## config.mk

```make
export PLATFORM = sky130hd
export DESIGN_NAME = data_mem_hs
export DESIGN_NICKNAME = d
export VERILOG_FILES = /design/src/rtl/lsu_pkg.sv /design/src/rtl/lsu_align.sv /design/src/rtl/data_mem_hs.sv
export SDC_FILE = /design/constraint.sdc
export NUM_CORES = 2
export LEC_CHECK = 0
export ABC_AREA = 0
export BUFFER_PORTS_ARGS = -buffer_cell sky130_fd_sc_hd__buf_2
export CAP_MARGIN = 40
export CELL_PAD_IN_SITES_DETAIL_PLACEMENT = 1
export CELL_PAD_IN_SITES_GLOBAL_PLACEMENT = 1
export CORE_ASPECT_RATIO = 1.5
export CORE_MARGIN = 10
export CORE_UTILIZATION = 49
export CTS_CLUSTER_DIAMETER = 100
export DETAILED_ROUTE_END_ITERATION = 16
export PLACE_DENSITY_LB_ADDON = 0.3
export SYNTH_ARGS = -nofsm -noshare
export SYNTH_HDL_FRONTEND = slang
export SYNTH_SLANG_ARGS = --single-unit
```

## constraint.sdc

```tcl
create_clock -name clk -period 3.9 [get_ports clk]
set_clock_uncertainty 0.05 [all_clocks]
set_input_delay 0.195 -clock clk [delete_from_list [all_inputs] [get_ports clk]]
set_output_delay 0.195 -clock clk [all_outputs]
set_load 0.05 [all_outputs]
```

## src/rtl/lsu_pkg.sv

```systemverilog
// Shared load/store definitions: RV32 funct3 width codes, response fault causes
// and the handshake FSM state type.
package lsu_pkg;

   localparam logic [2:0] F3_B  = 3'b000;
   localparam logic [2:0] F3_H  = 3'b001;
   localparam logic [2:0] F3_W  = 3'b010;
   localparam logic [2:0] F3_BU = 3'b100;
   localparam logic [2:0] F3_HU = 3'b101;

   localparam logic [1:0] CAUSE_NONE     = 2'b00;
   localparam logic [1:0] CAUSE_MISALIGN = 2'b01;
   localparam logic [1:0] CAUSE_RANGE    = 2'b10;
   localparam logic [1:0] CAUSE_ILLEGAL  = 2'b11;

   typedef enum logic [1:0] {
      IDLE = 2'd0,
      WAIT = 2'd1,
      RESP = 2'd2
   } state_e;

   // Stores only have B/H/W; unsigned variants are load-only.
   function automatic logic f3_illegal(input logic we, input logic [2:0] f3);
      if (we) return f3[2] || (f3 == 3'b011);
      return (f3 == 3'b011) || (f3 == 3'b110) || (f3 == 3'b111);
   endfunction

endpackage

```

## src/rtl/lsu_align.sv

```systemverilog
// Byte-lane steering for word-organised memories: store byte mask and replicated
// write data, load lane extraction with sign/zero extension, and misalignment.
module lsu_align
   import lsu_pkg::*;
(
   input  logic [2:0]  funct3_i,
   input  logic [1:0]  addr_lo_i,
   input  logic [31:0] wdata_i,
   input  logic [31:0] rword_i,
   output logic [3:0]  be_o,
   output logic [31:0] wdata_o,
   output logic [31:0] rdata_o,
   output logic        misalign_o
);

   logic [7:0]  byte_sel;
   logic [15:0] half_sel;

   assign byte_sel = rword_i[{addr_lo_i, 3'b000} +: 8];
   assign half_sel = rword_i[{addr_lo_i[1], 4'b0000} +: 16];

   // Write data is replicated across lanes so the byte mask alone picks the target.
   always_comb begin
      be_o       = 4'b0000;
      wdata_o    = 32'h0;
      rdata_o    = 32'h0;
      misalign_o = 1'b0;
      case (funct3_i)
         F3_B, F3_BU: begin
            be_o    = 4'b0001 << addr_lo_i;
            wdata_o = {4{wdata_i[7:0]}};
            rdata_o = funct3_i[2] ? {24'h0, byte_sel} : {{24{byte_sel[7]}}, byte_sel};
         end
         F3_H, F3_HU: begin
            be_o       = addr_lo_i[1] ? 4'b1100 : 4'b0011;
            wdata_o    = {2{wdata_i[15:0]}};
            rdata_o    = funct3_i[2] ? {16'h0, half_sel} : {{16{half_sel[15]}}, half_sel};
            misalign_o = addr_lo_i[0];
         end
         F3_W: begin
            be_o       = 4'b1111;
            wdata_o    = wdata_i;
            rdata_o    = rword_i;
            misalign_o = |addr_lo_i;
         end
         default: ;
      endcase
   end

endmodule

```

## src/rtl/data_mem_hs.sv

```systemverilog
// Handshaked data memory: one outstanding load/store, response after READ_LAT
// cycles, faults reported in the response instead of being dropped.
module data_mem_hs
   import lsu_pkg::*;
#(
   parameter int unsigned DEPTH     = 64,
   parameter logic [31:0] BASE_ADDR = 32'h0000_0000,
   parameter int unsigned READ_LAT  = 1
) (
   input  logic        clk,
   input  logic        rst_n,
   input  logic        req_valid,
   output logic        req_ready,
   input  logic        req_we,
   input  logic [2:0]  req_funct3,
   input  logic [31:0] req_addr,
   input  logic [31:0] req_wdata,
   output logic        rsp_valid,
   input  logic        rsp_ready,
   output logic [31:0] rsp_rdata,
   output logic        rsp_err,
   output logic [1:0]  rsp_cause,
   output logic [1:0]  dbg_state
);

   localparam int AW = (DEPTH > 1) ? $clog2(DEPTH) : 1;

   logic [31:0] mem_q [DEPTH];
   state_e      state_q, state_d;
   logic [1:0]  cnt_q, cnt_d;
   logic [31:0] rsp_rdata_q;
   logic        rsp_err_q;
   logic [1:0]  rsp_cause_q;

   logic          accept;
   logic [29:0]   word_idx;
   logic [AW-1:0] idx;
   logic          out_of_range;
   logic          misalign;
   logic [1:0]    cause;
   logic [3:0]    be;
   logic [31:0]   wdata_lanes;
   logic [31:0]   ld_data;

   assign word_idx     = 30'((req_addr - BASE_ADDR) >> 2);
   assign idx          = word_idx[AW-1:0];
   assign out_of_range = (req_addr < BASE_ADDR) || ({2'b00, word_idx} >= DEPTH);

   lsu_align u_align (
      .funct3_i  (req_funct3),
      .addr_lo_i (req_addr[1:0]),
      .wdata_i   (req_wdata),
      .rword_i   (mem_q[idx]),
      .be_o      (be),
      .wdata_o   (wdata_lanes),
      .rdata_o   (ld_data),
      .misalign_o(misalign)
   );

   always_comb begin
      cause = CAUSE_NONE;
      if (f3_illegal(req_we, req_funct3)) cause = CAUSE_ILLEGAL;
      else if (misalign)                  cause = CAUSE_MISALIGN;
      else if (out_of_range)              cause = CAUSE_RANGE;
   end

   assign accept = req_valid && req_ready;

   // Storage is not reset; a store commits on its accept edge.
   always_ff @(posedge clk) begin
      if (accept && req_we && (cause == CAUSE_NONE)) begin
         for (int b = 0; b < 4; b++) begin
            if (be[b]) mem_q[idx][8*b +: 8] <= wdata_lanes[8*b +: 8];
         end
      end
   end

   always_ff @(posedge clk) begin
      if (!rst_n) begin
         state_q     <= IDLE;
         cnt_q       <= 2'd0;
         rsp_rdata_q <= 32'h0;
         rsp_err_q   <= 1'b0;
         rsp_cause_q <= CAUSE_NONE;
      end else begin
         state_q <= state_d;
         cnt_q   <= cnt_d;
         if (accept) begin
            rsp_err_q   <= (cause != CAUSE_NONE);
            rsp_cause_q <= cause;
            rsp_rdata_q <= (req_we || (cause != CAUSE_NONE)) ? 32'h0 : ld_data;
         end
      end
   end

   always_comb begin
      state_d = state_q;
      cnt_d   = cnt_q;
      case (state_q)
         IDLE: begin
            if (accept) begin
               if (READ_LAT > 1) begin
                  state_d = WAIT;
                  cnt_d   = 2'(READ_LAT - 1);
               end else begin
                  state_d = RESP;
               end
            end
         end
         WAIT: begin
            if (cnt_q == 2'd1) state_d = RESP;
            else               cnt_d   = cnt_q - 2'd1;
         end
         RESP:    if (rsp_ready) state_d = IDLE;
         default: state_d = IDLE;
      endcase
   end

   always_comb begin
      req_ready = rst_n && (state_q == IDLE);
      rsp_valid = (state_q == RESP);
      rsp_rdata = rsp_rdata_q;
      rsp_err   = rsp_err_q;
      rsp_cause = rsp_cause_q;
      dbg_state = state_q;
   end

endmodule

```

==> flow_summary.ini <==
[synthesis]
synth_top_area_cell = edfxtp_1
yosysSeqAreaShare_pct = 77.16
syn_inst = 4608
synth_edf_count = 2048
ys_warn_count = 0
synth_nets = 4680
ys.flop_type = edfxtp_1
async_flop_share_pct = 0
netlist_area_um2 = 80640
synthTopCellsByArea = edfxtp_1 76%, a22oi_1 3.5%, mux4_2 3.0%
synth_seq_cells = 2084
synth_top_area_share_pct = 76.27
syn_avg_cell_area_um2 = 17.50
synth.distinct_cells = 85

[critical_path]
crit_required_ns = 4.63
critPathMaxStageDelay_ns = 0.92
cp_num_buf_inv = 5
end_kind = flip-flop
critical_path.cell_chain = buf_8, buf_12, nor2b_2, buf_4, a22oi_1, and3_1, a311oi_1, nor4_1, nand4_1, buf_4, a21oi_1, a31oi_1, dlygate4sd3_1
cp_top_family = buffers and inverters
arrival_ns = 4.40
setup.worst_path.start_class = primary input
slowest_stage = nor2b_2
cp_common_cell = buf_4
timing_worst_setup_path_type = primary input to flip-flop
path_max_fanout = 42

[floorplanning]
die_width_um = 351.2
die_h_um = 516.8
die_area_um2 = 181500
fp.coreArea_um2 = 163700
core.rowCount = 182
start_util_pct = 49.25
io_pins = 111

[clock_tree]
clock-sinks = 2084
htreeDepth = 4
clkLatencyLatePin_ns = 0.84
cts_tree = yes
cts_made_buffers = 180
path_clk_slew_ns = 0.07
clock_tree.buffer_depth = 3
cts_root_buf = clkbuf_16

[finish]
final_cell_mix = 2048 x edfxtp_1, 535 x buf_4, 372 x a22oi_1
fin_nets = 5264
fin_area_um2 = 93870
layout_commonest_cell = edfxtp_1
nFillCells = 14570
instances_no_fill = 7471
final-seq-area_um2 = 62220
multiInputGateArea_um2 = 16910
drive_above_1_share_pct = 22.91
area_delta_synth_final_pct = 16.41

[grt]
track_usage_pct = 32.78
grt_max_degree = 65
grt_remaining_overflow = 0
grt_pass1_wl_um = 415500
grt_pass1_vias = 52910
grt_antenna_before_repair = 17

[power]
power_frac_comb_pct = 6.6
p_per_area_nw_per_um2 = 495.8
seqPwrFrac_pct = 53.1
total_power_mw = 46.54
cellLeakagePower_nw = 30.26
swShare_pct = 22.52
clkPwrFrac_pct = 40.3
ir_worst_vdd_mv = 0.5220
p_int_mw = 36.06
power_switching_mw = 10.48

[place]
dp_hpwl_um = 198100
post-place-ws_ns = -0.05583
place.gp.congestion = 0.9432
place_area_um2 = 87550
portBuffers = 109
place_inst = 7102

[route]
via_per_inst = 6.947
firstDrtPassIters = 6
post_drt_wl_per_cell_um = 40.32
drc = 0
vias = 51900
routed_wl_um = 301200
ant_nets = 0
dr.first_iter.drc_count = 7582

[worst_hold_path]
hold_path_class = primary input to flip-flop

[timing]
min_period_over_period_pct = 94.28
fin_ws_ns = 0.2229
hold_viol_final = 1
fmax_mhz = 272.0
tightest_slew_ns = 1.057
min_period_ns = 3.677
whs_ns = -0.01102
drv_slew = 0
slew_headroom_pct = 29.26
rsz0062_at_grt = false
setup_viol = 0

[job]
drv_cap = 0

[outcome]
violations = hold timing
status = complete, but fails checks
[logic make-up after synthesis]
group / share of synthesized area (%)
DFF: 77.16
and+or+nand+nor: 4.492
buffers and inverters: 2.208
other: 0.004651
AOI/OAI and AO/OA: 9.988
muxes: 6.146
[cell type report]
cell class / instances / area share [%]
diodes: 16 / 0.04265
clock inverters: 122 / 1.446
multi-input cells: 2188 / 18.02
flip-flops and latches: 2084 / 66.28
well taps: 2116 / 2.821
clock buffers: 207 / 4.975
inverters: 14 / 0.05998
repair buffers: 724 / 6.353
[tightest hold or removal path: stages]
cell and delay (ns):
buf_2 0.07, nor4_1 0.04, nand4_1 0.12, o21ai_0 0.11
a31oi_1 0.20, a31o_2 0.12
[synthesized netlist by cell type, drive strengths merged (12+ instances only)]
| cell | count |
|---|---|
| o22a | 12 |
| and2 | 29 |
| o21ai | 91 |
| nor4 | 22 |
| a222oi | 27 |
| a211oi | 18 |
| o22ai | 33 |
| and3b | 13 |
| nor3 | 13 |
| a22o | 78 |
| nand3 | 25 |
| a221o | 27 |
| nor2b | 14 |
| a41oi | 19 |
| nand4 | 35 |
| mux2 | 75 |
| dfxtp | 36 |
| a221oi | 118 |
| nor2 | 328 |
| nand2 | 191 |
| a22oi | 373 |
| mux4 | 116 |
| edfxtp | 2048 |
| clkbuf | 108 |
| mux2i | 146 |
| a31oi | 73 |
| inv | 14 |
| buf | 214 |
| nand2b | 37 |
| a21oi | 114 |
[metrics by stage]
stage	setup TNS, ns	utilization, %	hold WS (ns)
finish	0	57.33	-0.01102
global route	0	57.31	0.02078
CTS	0	57.30	0.002962
detailed placement	-0.05583	53.47	0.3335
global placement	-14.35	53.37	0.3359
floorplan	0	-	0.2451
[registers in the layout, summed over array words and instances (netlist names)]
signal and count:
rsp_cause 2, mem_q 2048, rsp_err 1, rsp_rdata 32, dbg_state 1
[power by group through the flow]
stage	Clock, mW	Sequential, mW	Combinational [mW]
after floorplan	0	25.3	1.37
after global routing	19.6	24.7	3.13
after CTS	18.8	24.7	2.97
after global placement	0	25.2	2.82
final	18.7	24.7	3.09
after detailed placement	0	25.2	2.93
[timing repair]
| action | 4_1_cts | 5_1_grt |
|---|---|---|
| buffers inserted | 0 | 0 |
| hold buffers | 24 | 0 |
| endpoints found under the setup margin | 0 | 1 |
| resized for setup | 0 | 2 |
| hold endpoints to repair | 134 | 0 |
[path summary, 6_finish.rpt]
kind | from | end | slack (ns) | cells past startpoint
setup / recovery | req_addr[2] | rsp_rdata[30] | 0.22 | 13
hold / removal | req_addr[31] | rsp_cause[1] | -0.01 | 6
setup reg to reg | mem_q[57][15] | rsp_rdata[30] | 0.39 | 12
hold reg to reg | rsp_rdata[7] | rsp_rdata[7] | 0.42 | 1
[per-layer routing]
layer  track usage (%)  vias to the layer above  share of wire (%)
met1             38.86                    26760                 33
met3             9.159                     1070                 12
met5            0.3445                        -              0.064
met4             24.56                       20                9.2
li1                  -                    20050                  -
met2             50.88                     4006                 46
No activity file was read; power rests on OpenSTA's default activity.
